**config.mk**
```make
export PLATFORM = sky130hd
export DESIGN_NAME = pipeline_ctrl
export DESIGN_NICKNAME = d
export VERILOG_FILES = /design/src/rtl/pipeline_ctrl_pkg.sv /design/src/rtl/pipeline_ctrl_hazard_detect.sv /design/src/rtl/pipeline_ctrl.sv
export SDC_FILE = /design/constraint.sdc
export NUM_CORES = 1
export LEC_CHECK = 0
export CORE_UTILIZATION = 36
export DETAILED_ROUTE_END_ITERATION = 6
export GPL_ROUTABILITY_DRIVEN = 0
export PLACE_DENSITY_LB_ADDON = 0.25
export SETUP_SLACK_MARGIN = 0.15
export SYNTH_ARGS = -nofsm -noshare
export SYNTH_HDL_FRONTEND = slang
export SYNTH_SLANG_ARGS = --single-unit
```
**constraint.sdc**
```tcl
create_clock -name clk -period 2.7 [get_ports clk]
set_input_delay 0.54 -clock clk [delete_from_list [all_inputs] [get_ports clk]]
set_output_delay 0.54 -clock clk [all_outputs]
set_load 0.03 [all_outputs]
```
**src/rtl/pipeline_ctrl_pkg.sv**
```systemverilog
// -----------------------------------------------------------------------------
// pipeline_ctrl_pkg
// Shared types and constants for the 5-stage pipeline stall/flush sequencer.
//   state_t          : sequencer state (RUN = normal flow, DROP = discarding a
//                      wrong-path fetch that is still in flight)
//   REG_X0           : architectural zero register, never a real hazard source
//   *_DEF constants  : default parameter values used by pipeline_ctrl
// Optional feature macro used by the top: PIPELINE_CTRL_PERF_EN
// -----------------------------------------------------------------------------
package pipeline_ctrl_pkg;

    typedef enum logic {
        RUN  = 1'b0,
        DROP = 1'b1
    } state_t;

    localparam logic [4:0] REG_X0 = 5'd0;

    localparam int WAIT_TIMEOUT_DEF = 255;
    localparam int TO_WIDTH_DEF     = 8;
    localparam int CNT_WIDTH_DEF    = 32;

endpackage

```
**src/rtl/pipeline_ctrl_hazard_detect.sv**
```systemverilog
// -----------------------------------------------------------------------------
// hazard_detect
// Combinational load-use hazard detector. Flags when the instruction in E is
// a load whose destination matches either source operand of the instruction
// in D. Kept separate so the same compare can feed forwarding logic later.
// Ports:
//   i_rs1_d     in  5  source register 1 of the instruction in D
//   i_rs2_d     in  5  source register 2 of the instruction in D
//   i_rd_e      in  5  destination register of the instruction in E
//   i_load_e    in  1  instruction in E is a load
//   o_load_use  out 1  dependent instruction in D must wait one cycle
// -----------------------------------------------------------------------------
module hazard_detect
    import pipeline_ctrl_pkg::*;
(
    input  logic [4:0] i_rs1_d,
    input  logic [4:0] i_rs2_d,
    input  logic [4:0] i_rd_e,
    input  logic       i_load_e,
    output logic       o_load_use
);

    logic w_rdValid;
    logic w_srcMatch;

    // Writes to x0 are discarded, so a load targeting x0 never creates a hazard.
    assign w_rdValid  = (i_rd_e != REG_X0);
    assign w_srcMatch = (i_rd_e == i_rs1_d) | (i_rd_e == i_rs2_d);
    assign o_load_use = i_load_e & w_rdValid & w_srcMatch;

endmodule

```
**src/rtl/pipeline_ctrl.sv**
```systemverilog
// -----------------------------------------------------------------------------
// pipeline_ctrl
// Central stall/flush sequencer for the 5-stage pipeline. Drives the enable
// and synchronous-clear inputs of the pipeline registers, resolving load-use
// hazards, taken-branch redirects, fetch wait states and data-memory wait
// states. A two-state FSM tracks a stale fetch still in flight after a
// redirect so that the returning wrong-path instruction is discarded.
// Outputs are combinational from the state and inputs.
//
// Optional feature macro: PIPELINE_CTRL_PERF_EN
//   defined   : stall_cycles / flush_events are saturating event counters
//   undefined : both ports are tied to zero, no counter flops
//
// Ports:
//   clk            in  1          system clock, rising edge
//   reset          in  1          synchronous, active-high
//   rs1_d, rs2_d   in  5          source registers of the instruction in D
//   rd_e           in  5          destination register of the instruction in E
//   load_e         in  1          instruction in E is a load
//   pc_src_e       in  1          taken branch/jump resolved in E
//   imem_ready_f   in  1          instruction memory returns data this cycle
//   mem_req_m      in  1          load/store access active in M
//   dmem_ready_m   in  1          data memory completes the M access
//   en_f .. en_w   out 1          PC, IF/ID, ID/EX, EX/MEM, MEM/WB enables
//   flush_d/e/w    out 1          clear IF/ID, ID/EX, MEM/WB
//   dmem_timeout   out 1          sticky data-memory timeout flag
//   stall_cycles   out CNT_WIDTH  cycles with PC held (optional feature)
//   flush_events   out CNT_WIDTH  cycles with ID/EX cleared (optional feature)
// -----------------------------------------------------------------------------
module pipeline_ctrl
    import pipeline_ctrl_pkg::*;
#(
    parameter int WAIT_TIMEOUT = WAIT_TIMEOUT_DEF,
    parameter int TO_WIDTH     = TO_WIDTH_DEF,
    parameter int CNT_WIDTH    = CNT_WIDTH_DEF
) (
    input  logic                 clk,
    input  logic                 reset,
    input  logic [4:0]           rs1_d,
    input  logic [4:0]           rs2_d,
    input  logic [4:0]           rd_e,
    input  logic                 load_e,
    input  logic                 pc_src_e,
    input  logic                 imem_ready_f,
    input  logic                 mem_req_m,
    input  logic                 dmem_ready_m,
    output logic                 en_f,
    output logic                 en_d,
    output logic                 en_e,
    output logic                 en_m,
    output logic                 en_w,
    output logic                 flush_d,
    output logic                 flush_e,
    output logic                 flush_w,
    output logic                 dmem_timeout,
    output logic [CNT_WIDTH-1:0] stall_cycles,
    output logic [CNT_WIDTH-1:0] flush_events
);

    localparam logic [TO_WIDTH:0] LP_TIMEOUT = (TO_WIDTH+1)'(WAIT_TIMEOUT);

    state_t r_state;
    state_t w_stateNext;

    logic w_loadUse;
    logic w_dstall;
    logic w_redirect;

    logic [TO_WIDTH-1:0] r_waitCnt;
    logic [TO_WIDTH:0]   w_waitCntInc;
    logic                r_timeout;

    hazard_detect u_hazard_detect (
        .i_rs1_d    (rs1_d),
        .i_rs2_d    (rs2_d),
        .i_rd_e     (rd_e),
        .i_load_e   (load_e),
        .o_load_use (w_loadUse)
    );

    // A data-memory wait freezes everything up to M; a redirect arriving in
    // that cycle is held in the frozen E stage and acted on once M completes.
    assign w_dstall   = mem_req_m & ~dmem_ready_m;
    assign w_redirect = pc_src_e & ~w_dstall;

    // State register; reset abandons any stale fetch because the instruction
    // memory is reset alongside this block.
    always_ff @(posedge clk) begin
        if (reset) begin
            r_state <= RUN;
        end else begin
            r_state <= w_stateNext;
        end
    end

    // Next state. DROP is entered when a redirect is taken while the old
    // fetch has not returned yet, and left when that stale fetch returns.
    // A further redirect during DROP keeps the sequencer discarding.
    always_comb begin
        w_stateNext = r_state;
        unique case (r_state)
            RUN: begin
                if (w_redirect && !imem_ready_f) begin
                    w_stateNext = DROP;
                end
            end
            DROP: begin
                if (w_redirect) begin
                    w_stateNext = DROP;
                end else if (imem_ready_f) begin
                    w_stateNext = RUN;
                end
            end
            default: w_stateNext = RUN;
        endcase
    end

    // Output decode. In RUN the first matching hazard wins. In DROP fetch is
    // always held and D always cleared, while D..W still react to data waits,
    // redirects and load-use exactly as in RUN.
    always_comb begin
        en_f    = 1'b1;
        en_d    = 1'b1;
        en_e    = 1'b1;
        en_m    = 1'b1;
        en_w    = 1'b1;
        flush_d = 1'b0;
        flush_e = 1'b0;
        flush_w = 1'b0;
        unique case (r_state)
            RUN: begin
                if (w_dstall) begin
                    en_f    = 1'b0;
                    en_d    = 1'b0;
                    en_e    = 1'b0;
                    en_m    = 1'b0;
                    flush_w = 1'b1;
                end else if (pc_src_e) begin
                    flush_d = 1'b1;
                    flush_e = 1'b1;
                end else if (w_loadUse) begin
                    en_f    = 1'b0;
                    en_d    = 1'b0;
                    flush_e = 1'b1;
                end else if (!imem_ready_f) begin
                    en_f    = 1'b0;
                    flush_d = 1'b1;
                end
            end
            DROP: begin
                en_f    = 1'b0;
                flush_d = 1'b1;
                if (w_dstall) begin
                    en_d    = 1'b0;
                    en_e    = 1'b0;
                    en_m    = 1'b0;
                    flush_w = 1'b1;
                end else if (pc_src_e) begin
                    flush_e = 1'b1;
                end else if (w_loadUse) begin
                    en_d    = 1'b0;
                    flush_e = 1'b1;
                end
            end
            default: begin
                en_f    = 1'b0;
                flush_d = 1'b1;
            end
        endcase
    end

    // Consecutive data-wait counter. It saturates at all-ones; the flag is
    // set on the edge where the count reaches the threshold and stays set
    // until reset. Pipeline control never looks at the flag.
    assign w_waitCntInc = {1'b0, r_waitCnt} + {{TO_WIDTH{1'b0}}, 1'b1};

    always_ff @(posedge clk) begin
        if (reset) begin
            r_waitCnt <= '0;
            r_timeout <= 1'b0;
        end else if (w_dstall) begin
            if (!w_waitCntInc[TO_WIDTH]) begin
                r_waitCnt <= w_waitCntInc[TO_WIDTH-1:0];
            end
            if (w_waitCntInc >= LP_TIMEOUT) begin
                r_timeout <= 1'b1;
            end
        end else begin
            r_waitCnt <= '0;
        end
    end

    assign dmem_timeout = r_timeout;

`ifdef PIPELINE_CTRL_PERF_EN
    logic [CNT_WIDTH-1:0] r_stallCycles;
    logic [CNT_WIDTH-1:0] r_flushEvents;
    logic [CNT_WIDTH:0]   w_stallInc;
    logic [CNT_WIDTH:0]   w_flushInc;

    assign w_stallInc = {1'b0, r_stallCycles} + {{CNT_WIDTH{1'b0}}, 1'b1};
    assign w_flushInc = {1'b0, r_flushEvents} + {{CNT_WIDTH{1'b0}}, 1'b1};

    // Saturating performance counters: PC-held cycles and ID/EX clears.
    always_ff @(posedge clk) begin
        if (reset) begin
            r_stallCycles <= '0;
            r_flushEvents <= '0;
        end else begin
            if (!en_f && !w_stallInc[CNT_WIDTH]) begin
                r_stallCycles <= w_stallInc[CNT_WIDTH-1:0];
            end
            if (flush_e && !w_flushInc[CNT_WIDTH]) begin
                r_flushEvents <= w_flushInc[CNT_WIDTH-1:0];
            end
        end
    end

    assign stall_cycles = r_stallCycles;
    assign flush_events = r_flushEvents;
`else
    assign stall_cycles = '0;
    assign flush_events = '0;
`endif

endmodule
```
==> flow_summary.ini, run 1 <==
[logic_synthesis]
synth.largest_area_cell = buf_4
ys_seq_area_share_pct = 16.34
synth_top_area_share_pct = 40.45
netlist_instances = 160
synth_top_flop_cell = dfxtp_1
async_flop_share_pct = 0
syn_avg_cell_area_um2 = 7.656
synth-edff-count = 0
ys_types = 31
synth_area_leaders = buf_4 (40%), dfxtp_1 (16%), xnor2_1 (7.9%)
ys_ff_latch = 10
ys_warn_count = 0
syn_area_um2 = 1225

[power_and_ir_drop]
p_sw_mw = 0.2304
seq_power_share_pct = 28.8
p_int_mw = 0.2981
leakagePower_nw = 0.6637
power_frac_clock_pct = 26.2
p_per_area_nw_per_um2 = 372.8
swShare_pct = 43.59
ir_drop_mv = 0.1915
finalPower_mw = 0.5285
comb_power_share_pct = 45.0

[global_route]
grt_usage_pct = 12.66
grt_pass1_vias = 749
grt_pass1_wl_um = 3408
grt_max_degree = 10
overflow = 0
antenna_found_initial = 0

[worst_setup_path]
crit_start = rd_e[3]
r2r_start = r_waitCnt[0]
crit_end = en_f
required_ns = 2.16
crit_arrival_ns = 2.02
worstSetupStartpointType = input pin
reg2reg_depth = 6
end_kind = output pin
r2r-end = dmem_timeout
worstSetupPathType = in2out
cp_max_fo = 2
r2r_slack_ns = 0.85

[timing]
period_share_pct = 94.98
rsz0062_at_grt = true
period_minus_slack_ns = 2.565
finalSetupViolations = 0
worst_slack_ns = 0.1354
fin_skew_ns = 0.005446
finalSetupTns_ns = 0
whs_ns = 0.5294
fmax_ghz = 0.3899
hold_viol = 0
slew_viol_final = 0

[routing]
finalWirelength_um = 2316
viasPerCell = 3.942
antenna_left = 0
drc = 0
wl_per_cell_um = 9.610
vias = 950
firstDrtPassIters = 4
drtIter0Drc = 36

[clocking]
cts_tree = built
cts_htree_levels = 1
clock_path_buffers = 2
clkSinkCount = 10
cts-root-buf = clkbuf_4
clk_pin_slew_ns = 0.07
insertion_delay_ns = 0.27
cts_buffers = 3

[floorplanning]
die_w_um = 60.33
core-area_um2 = 3128
std_cell_rows = 20
ioPinCount = 95
initial_core_util_pct = 39.16
design.die.area_um2 = 3640
die-height_um = 60.33

[finish]
finalInstanceArea_um2 = 1418
layout_commonest_cell = conb_1
nets = 222
final_util_pct = 45.32
antenna_cells = 0
layout-drive-gt1-share_pct = 13.71
final_cell_mix = conb_1 (65), clkdlybuf4s50_1 (19), xnor2_1 (11)
final_cells = 241
area_growth_pct = 15.73

[run_status]
status = finished clean

[job]
maxCapViolCount = 0

[place]
dp.cells = 235
post-dp-hpwl_um = 1781
dp_slack_ns = -0.3774
port_buffers = 29
placed_area_um2 = 1348

[min_path]
hold_path.class = reg2reg
cells by family (layout without fill, tap and decap cells):
| kind of cell | count (synthesis) | in the layout | share of synthesized area [%] |
|---|---|---|---|
| AOI/OAI and AO/OA | 22 | 22 | 12.67 |
| adders and majority gates | 2 | 2 | 2.043 |
| other | 2 | 65 | 0.6131 |
| xor gates and xnor gates | 13 | 13 | 9.295 |
| buffers and inverters | 71 | 45 | 42.08 |
| and+or+nand+nor | 40 | 40 | 16.96 |
| DFF | 10 | 10 | 16.34 |
state kept, by name (all words and copies together) (netlist names):
signal and flops:
r_waitCnt 8, dmem_timeout 1, r_state 1
per-layer routing:
metal / track usage, % / up-vias / part of all wire, %
met5: 0 / - / 0
met4: 1.993 / 0 / 0.39
met3: 4.904 / 4 / 11
met2: 20.72 / 59 / 46
met1: 16.00 / 414 / 43
li1: - / 473 / -
power groups by stage:
stage | Clock [mW] | Sequential (mW) | Combinational [mW]
6_report | 0.139 | 0.152 | 0.238
5_1_grt | 0.152 | 0.152 | 0.253
4_1_cts | 0.143 | 0.152 | 0.235
3_5_place_dp | 0 | 0.156 | 0.230
3_3_place_gp | 0 | 0.155 | 0.229
2_1_floorplan | 0 | 0.155 | 0.243
worst min path at each step:
stage / startpoint / end / slack (ns) / cells after the start
floorplan: r_waitCnt[4] / r_waitCnt[4] / 0.48 / 1
global placement: r_waitCnt[4] / r_waitCnt[4] / 0.51 / 1
detailed placement: r_waitCnt[4] / r_waitCnt[4] / 0.52 / 1
CTS: r_waitCnt[4] / r_waitCnt[4] / 0.54 / 1
global route: r_waitCnt[4] / r_waitCnt[4] / 0.58 / 1
finish: r_waitCnt[4] / r_waitCnt[4] / 0.53 / 1
cells in the mapped netlist, types with 3 or more instances:
library cell   n
nand2_1        7
a31oi_1        4
buf_4         66
inv_1          3
nor3_1         3
dfxtp_1       10
nor2_1         9
xnor2_1       11
o22ai_1        3
nand3_1        6
nand2b_1       6
a21oi_1        8
repair_timing:
action,CTS,global route
cloned,0,0
endpoints found under the setup margin,4,3
resized for setup,30,2
hold buffers,0,0
setup buffers,2,0
pin swaps,5,2
critical path, stage by stage:
cell       delay [ns]
buf_6            0.10
or4_4            0.54
o21ai_4          0.20
nor2b_4          0.06
buf_6            0.12
a2111oi_4        0.30
buf_6            0.18
area by class of cell:
type                       instances  area (um^2)
clock buffer                       4        36.28
fill                             323         1710
inverter                           3        11.26
multi-input combinational        142        768.2
sequential                        10        200.2
tap                               44        55.05
timing repair buffer              38        346.6
Note: power is estimated with default switching activity, not from simulation.
==> inputs of run 2 (changes only) <==
Settings changed: CORE_UTILIZATION 36 to 28, TNS_END_PERCENT set to 20.
==> run 2 against run 1 <==
Clock power is 9% higher. Power grew 2.1%. Setup slack worse by 0.0079 ns. Register-to-register slack better by 0.12 ns. Die area increased by 28%. Highest routed layer is now met3.
==> flow_summary.ini, run 2 (synthesis results as in run 1) <==
[run_status]
status = finished clean

[floorplanning]
std_cell_rows = 23
die-height_um = 68.14
initial_core_util_pct = 29.98
design.die.area_um2 = 4643
ioPinCount = 95
die_w_um = 68.14
core-area_um2 = 4086

[global_route]
grt_usage_pct = 8.371
antenna_found_initial = 0
overflow = 0
grt_pass1_wl_um = 2932
grt_max_degree = 10
grt_pass1_vias = 677

[place]
port_buffers = 29
post-dp-hpwl_um = 1701

[power_and_ir_drop]
leakagePower_nw = 0.6531
power_frac_clock_pct = 28.0
p_per_area_nw_per_um2 = 376.9
finalPower_mw = 0.5395
p_sw_mw = 0.2260
comb_power_share_pct = 43.7
p_int_mw = 0.3134
ir_drop_mv = 0.1425
seq_power_share_pct = 28.3
swShare_pct = 41.90

[clocking]
cts_buffers = 3
hold_buffers = 0
cts_htree_levels = 1
clock_path_buffers = 2
insertion_delay_ns = 0.23
clk_pin_slew_ns = 0.04
cts_tree = built
clkSinkCount = 10
cts-root-buf = clkbuf_8

[worst_setup_path]
r2r_start = r_waitCnt[0]
crit_buf_inv = 3
critPathTopFamily = buffers and inverters
end_kind = output pin
slowest_delay_ns = 0.41
crit_start = rs2_d[3]
critPathSlowestCell = clkdlybuf4s50_1
cp_max_fo = 2
crit_chain = clkdlybuf4s50_1 > xnor2_1 > nand3_1 > o22ai_2 > nor2b_4 > buf_6 > a2111oi_4 > buf_4
required_ns = 2.16
worstSetupPathType = in2out
worstSetupStartpointType = input pin
crit_arrival_ns = 2.03

[min_path]
hold_start = r_waitCnt[4]
hold_path.class = reg2reg

[routing]
vias = 910
wl_per_cell_um = 8.447
drc = 0
firstDrtPassIters = 4
drtIter0Drc = 31
viasPerCell = 3.699
finalWirelength_um = 2078
antenna_left = 0

[job]
maxCapViolCount = 0

[finish]
largest_register_ffs = 8
layout-drive-gt1-share_pct = 13.27
final_cell_mix = conb_1 (65), clkdlybuf4s50_1 (18), xnor2_1 (11), buf_4 (11), dfxtp_1 (10)
top_register = r_waitCnt
nets = 222
layout_commonest_cell = conb_1
area_growth_pct = 16.85
n_fill_cell = 444
antenna_cells = 0

[timing]
period_minus_slack_ns = 2.572
period_share_pct = 95.28
hold_viol = 0
finalSetupTns_ns = 0
fmax_ghz = 0.3887
fin_skew_ns = 0.008477
rsz0062_at_grt = true
finalSetupViolations = 0
slew_viol_final = 0
run 2: cell types whose count changed in the layout (fill, tap and decap cells not counted), moves of 2 or more:
cell           delta
clkbuf_4          -3
clkbuf_8          +2
buf_6             -2
dlygate4sd2_1     +2
run 2: power groups by stage:
stage | Clock [mW] | Combinational (mW) | Sequential (mW)
after floorplan | 0 | 0.243 | 0.155
after global placement | 0 | 0.231 | 0.155
after detailed placement | 0 | 0.230 | 0.155
after CTS | 0.160 | 0.235 | 0.152
after global routing | 0.165 | 0.252 | 0.153
final | 0.151 | 0.236 | 0.153
run 2: worst paths after layout:
path / to / slack, ns / depth (start not counted)
hold / removal: r_waitCnt[4] / 0.53 / 1
setup / recovery: en_f / 0.13 / 8
hold reg to reg: r_waitCnt[4] / 0.53 / 1
setup reg to reg: r_waitCnt[0] / 0.97 / 5
run 2: layout make-up:
class / count / area [um^2] / share of cell area (%)
Clock buffer: 3 / 41.29 / 2.885
Tap cell: 50 / 62.56 / 4.371
Multi-Input combinational cell: 142 / 768.2 / 53.67
Timing Repair Buffer: 38 / 347.8 / 24.30
Inverter: 3 / 11.26 / 0.7867
Sequential cell: 10 / 200.2 / 13.99
run 2: through the flow:
stage	utilization, %	hold WS, ns	area [um^2]	cells	setup slack, ns
2_1_floorplan	-	0.4836	1461	223	0.2948
6_report	35.03	0.5281	1431	246	0.1276
3_5_place_dp	33.16	0.5185	1355	241	-0.3812
3_3_place_gp	33.16	0.5193	1355	241	-0.3611
5_1_grt	35.03	0.5546	1431	246	0.07807
4_1_cts	35.03	0.5289	1431	246	0.1176
run 2: timing repair:
action | 4_1_cts | 5_1_grt
resized for setup | 32 | 0
pin swaps | 5 | 1
setup endpoints to repair | 4 | 3
buffers inserted | 2 | 0
run 2: worst register-to-register path: cells and delay by family, from the launching register on:
family | cells | cell delay (ns)
xor+xnor | 1 | 0.24
fa+ha+maj | 1 | 0.26
flops | 1 | 0.43
simple gates | 3 | 0.68
run 2: metal layers:
metal / up-vias / global-route usage, % / routed length, um
met5: - / 0 / 0
met2: 62 / 11.76 / 774
met1: 376 / 12.07 / 1002
met3: 0 / 3.500 / 301
li1: 472 / - / -
met4: 0 / 0.7813 / 0
==> inputs of run 3 (changes only) <==
Settings changed: CTS_BUF_LIST set to sky130_fd_sc_hd__clkbuf_4.
==> run 3 against run 2 <==
Highest routed layer unchanged. Critical path type unchanged. Via count is 0.66% higher. Largest power group unchanged. Maximum frequency unchanged. Final cell count is the same. Combinational power about the same.
==> flow_summary.ini, run 3 (synthesis results as in run 1) <==
[run_status]
status = finished clean

[finish]
area_growth_pct = 15.32
antenna_cells = 0
top_register = r_waitCnt
final_cells = 246
final_cell_mix = conb_1 (65), clkdlybuf4s50_1 (18), xnor2_1 (11), buf_4 (11), dfxtp_1 (10)
layout-drive-gt1-share_pct = 13.27
finalInstanceArea_um2 = 1413
n_fill_cell = 447
layout_commonest_cell = conb_1
largest_register_ffs = 8
nets = 222

[routing]
drc = 0
viasPerCell = 3.724
firstDrtPassIters = 4
antenna_left = 0
finalWirelength_um = 2084
wl_per_cell_um = 8.472
vias = 916
drtIter0Drc = 38

[clocking]
clkSinkCount = 10
cts_tree = built
cts_htree_levels = 1
cts-root-buf = clkbuf_4
hold_buffers = 0
insertion_delay_ns = 0.27
cts_buffers = 3
clk_pin_slew_ns = 0.06
clock_path_buffers = 2

[global_route]
grt_max_degree = 10
grt_pass1_wl_um = 2932
antenna_found_initial = 0
grt_pass1_vias = 674
overflow = 0
grt_usage_pct = 8.475

[worst_setup_path]
worstSetupPathType = in2out
cp_max_fo = 2
worstSetupStartpointType = input pin
reg2reg_depth = 5
end_kind = output pin
required_ns = 2.16
crit_arrival_ns = 2.03

[floorplanning]
std_cell_rows = 23
ioPinCount = 95
initial_core_util_pct = 29.98
die_w_um = 68.14
core-area_um2 = 4086
design.die.area_um2 = 4643
die-height_um = 68.14

[place]
dp.cells = 241
placed_area_um2 = 1355
port_buffers = 29
post-dp-hpwl_um = 1701

[timing]
hold_viol = 0
whs_ns = 0.5274
period_share_pct = 95.28
finalSetupViolations = 0
rsz0062_at_grt = true
fin_skew_ns = 0.01105
period_minus_slack_ns = 2.572
slew_viol_final = 0
fmax_ghz = 0.3887
finalSetupTns_ns = 0

[job]
maxCapViolCount = 0

[power_and_ir_drop]
p_per_area_nw_per_um2 = 347.7
power_frac_clock_pct = 21.1
p_int_mw = 0.2670
comb_power_share_pct = 48.0
ir_drop_mv = 0.1214
swShare_pct = 45.65
p_sw_mw = 0.2242
leakagePower_nw = 0.6454
seq_power_share_pct = 30.9

[min_path]
hold_path.class = reg2reg
hold_depth = 1
## run 3: per-stage QoR
step	utilization, %	setup WS, ns	power (mW)
after floorplan	-	0.2948	0.3979
after global placement	33.16	-0.3611	0.3859
after detailed placement	33.16	-0.3812	0.3855
after CTS	34.57	0.1176	0.4973
after global routing	34.57	0.07807	0.5186
final	34.57	0.1276	0.4912
## run 3: timing repair
| item | CTS | global route |
|---|---|---|
| gates resized for setup | 32 | 0 |
| pin swaps | 5 | 1 |
| buffers inserted | 2 | 0 |
| setup endpoints to repair | 4 | 3 |
## run 3: layout make-up
type	instances	area, um^2	share of cell area [%]
repair buffers	38	347.8	24.62
inverters	3	11.26	0.7972
well taps	50	62.56	4.429
multi-input cells	142	768.2	54.38
clock buffers	3	22.52	1.594
flip-flops and latches	10	200.2	14.17
## run 3: power groups by stage
stage                     clock network, mW  registers [mW]  logic, mW
after global routing                  0.115           0.152      0.252
after detailed placement                  0           0.155      0.230
after CTS                             0.110           0.152      0.235
final                                 0.104           0.152      0.236
after global placement                    0           0.155      0.231
after floorplan                           0           0.155      0.243
## run 3: worst max-delay path, cell delays in order
cell and delay, ns:
clkdlybuf4s50_1 0.41, xnor2_1 0.13, nand3_1 0.10, o22ai_2 0.10
nor2b_4 0.14, buf_6 0.12, a2111oi_4 0.29, buf_4 0.22
## run 3: worst paths after layout
| check | end | start | slack, ns |
|---|---|---|---|
| worst min-delay path | r_waitCnt[4] | r_waitCnt[4] | 0.53 |
| worst max register to register | r_waitCnt[0] | r_waitCnt[0] | 0.97 |
| worst max-delay path | en_f | rs2_d[3] | 0.13 |
| worst min register to register | r_waitCnt[4] | r_waitCnt[4] | 0.53 |
## run 3: per-layer routing
layer	GRT usage [%]	up-vias	part of all wire, %
met1	12.07	380	49
met4	1.563	0	0
met3	3.500	0	14
li1	-	473	-
met5	0	-	0
met2	11.76	63	38
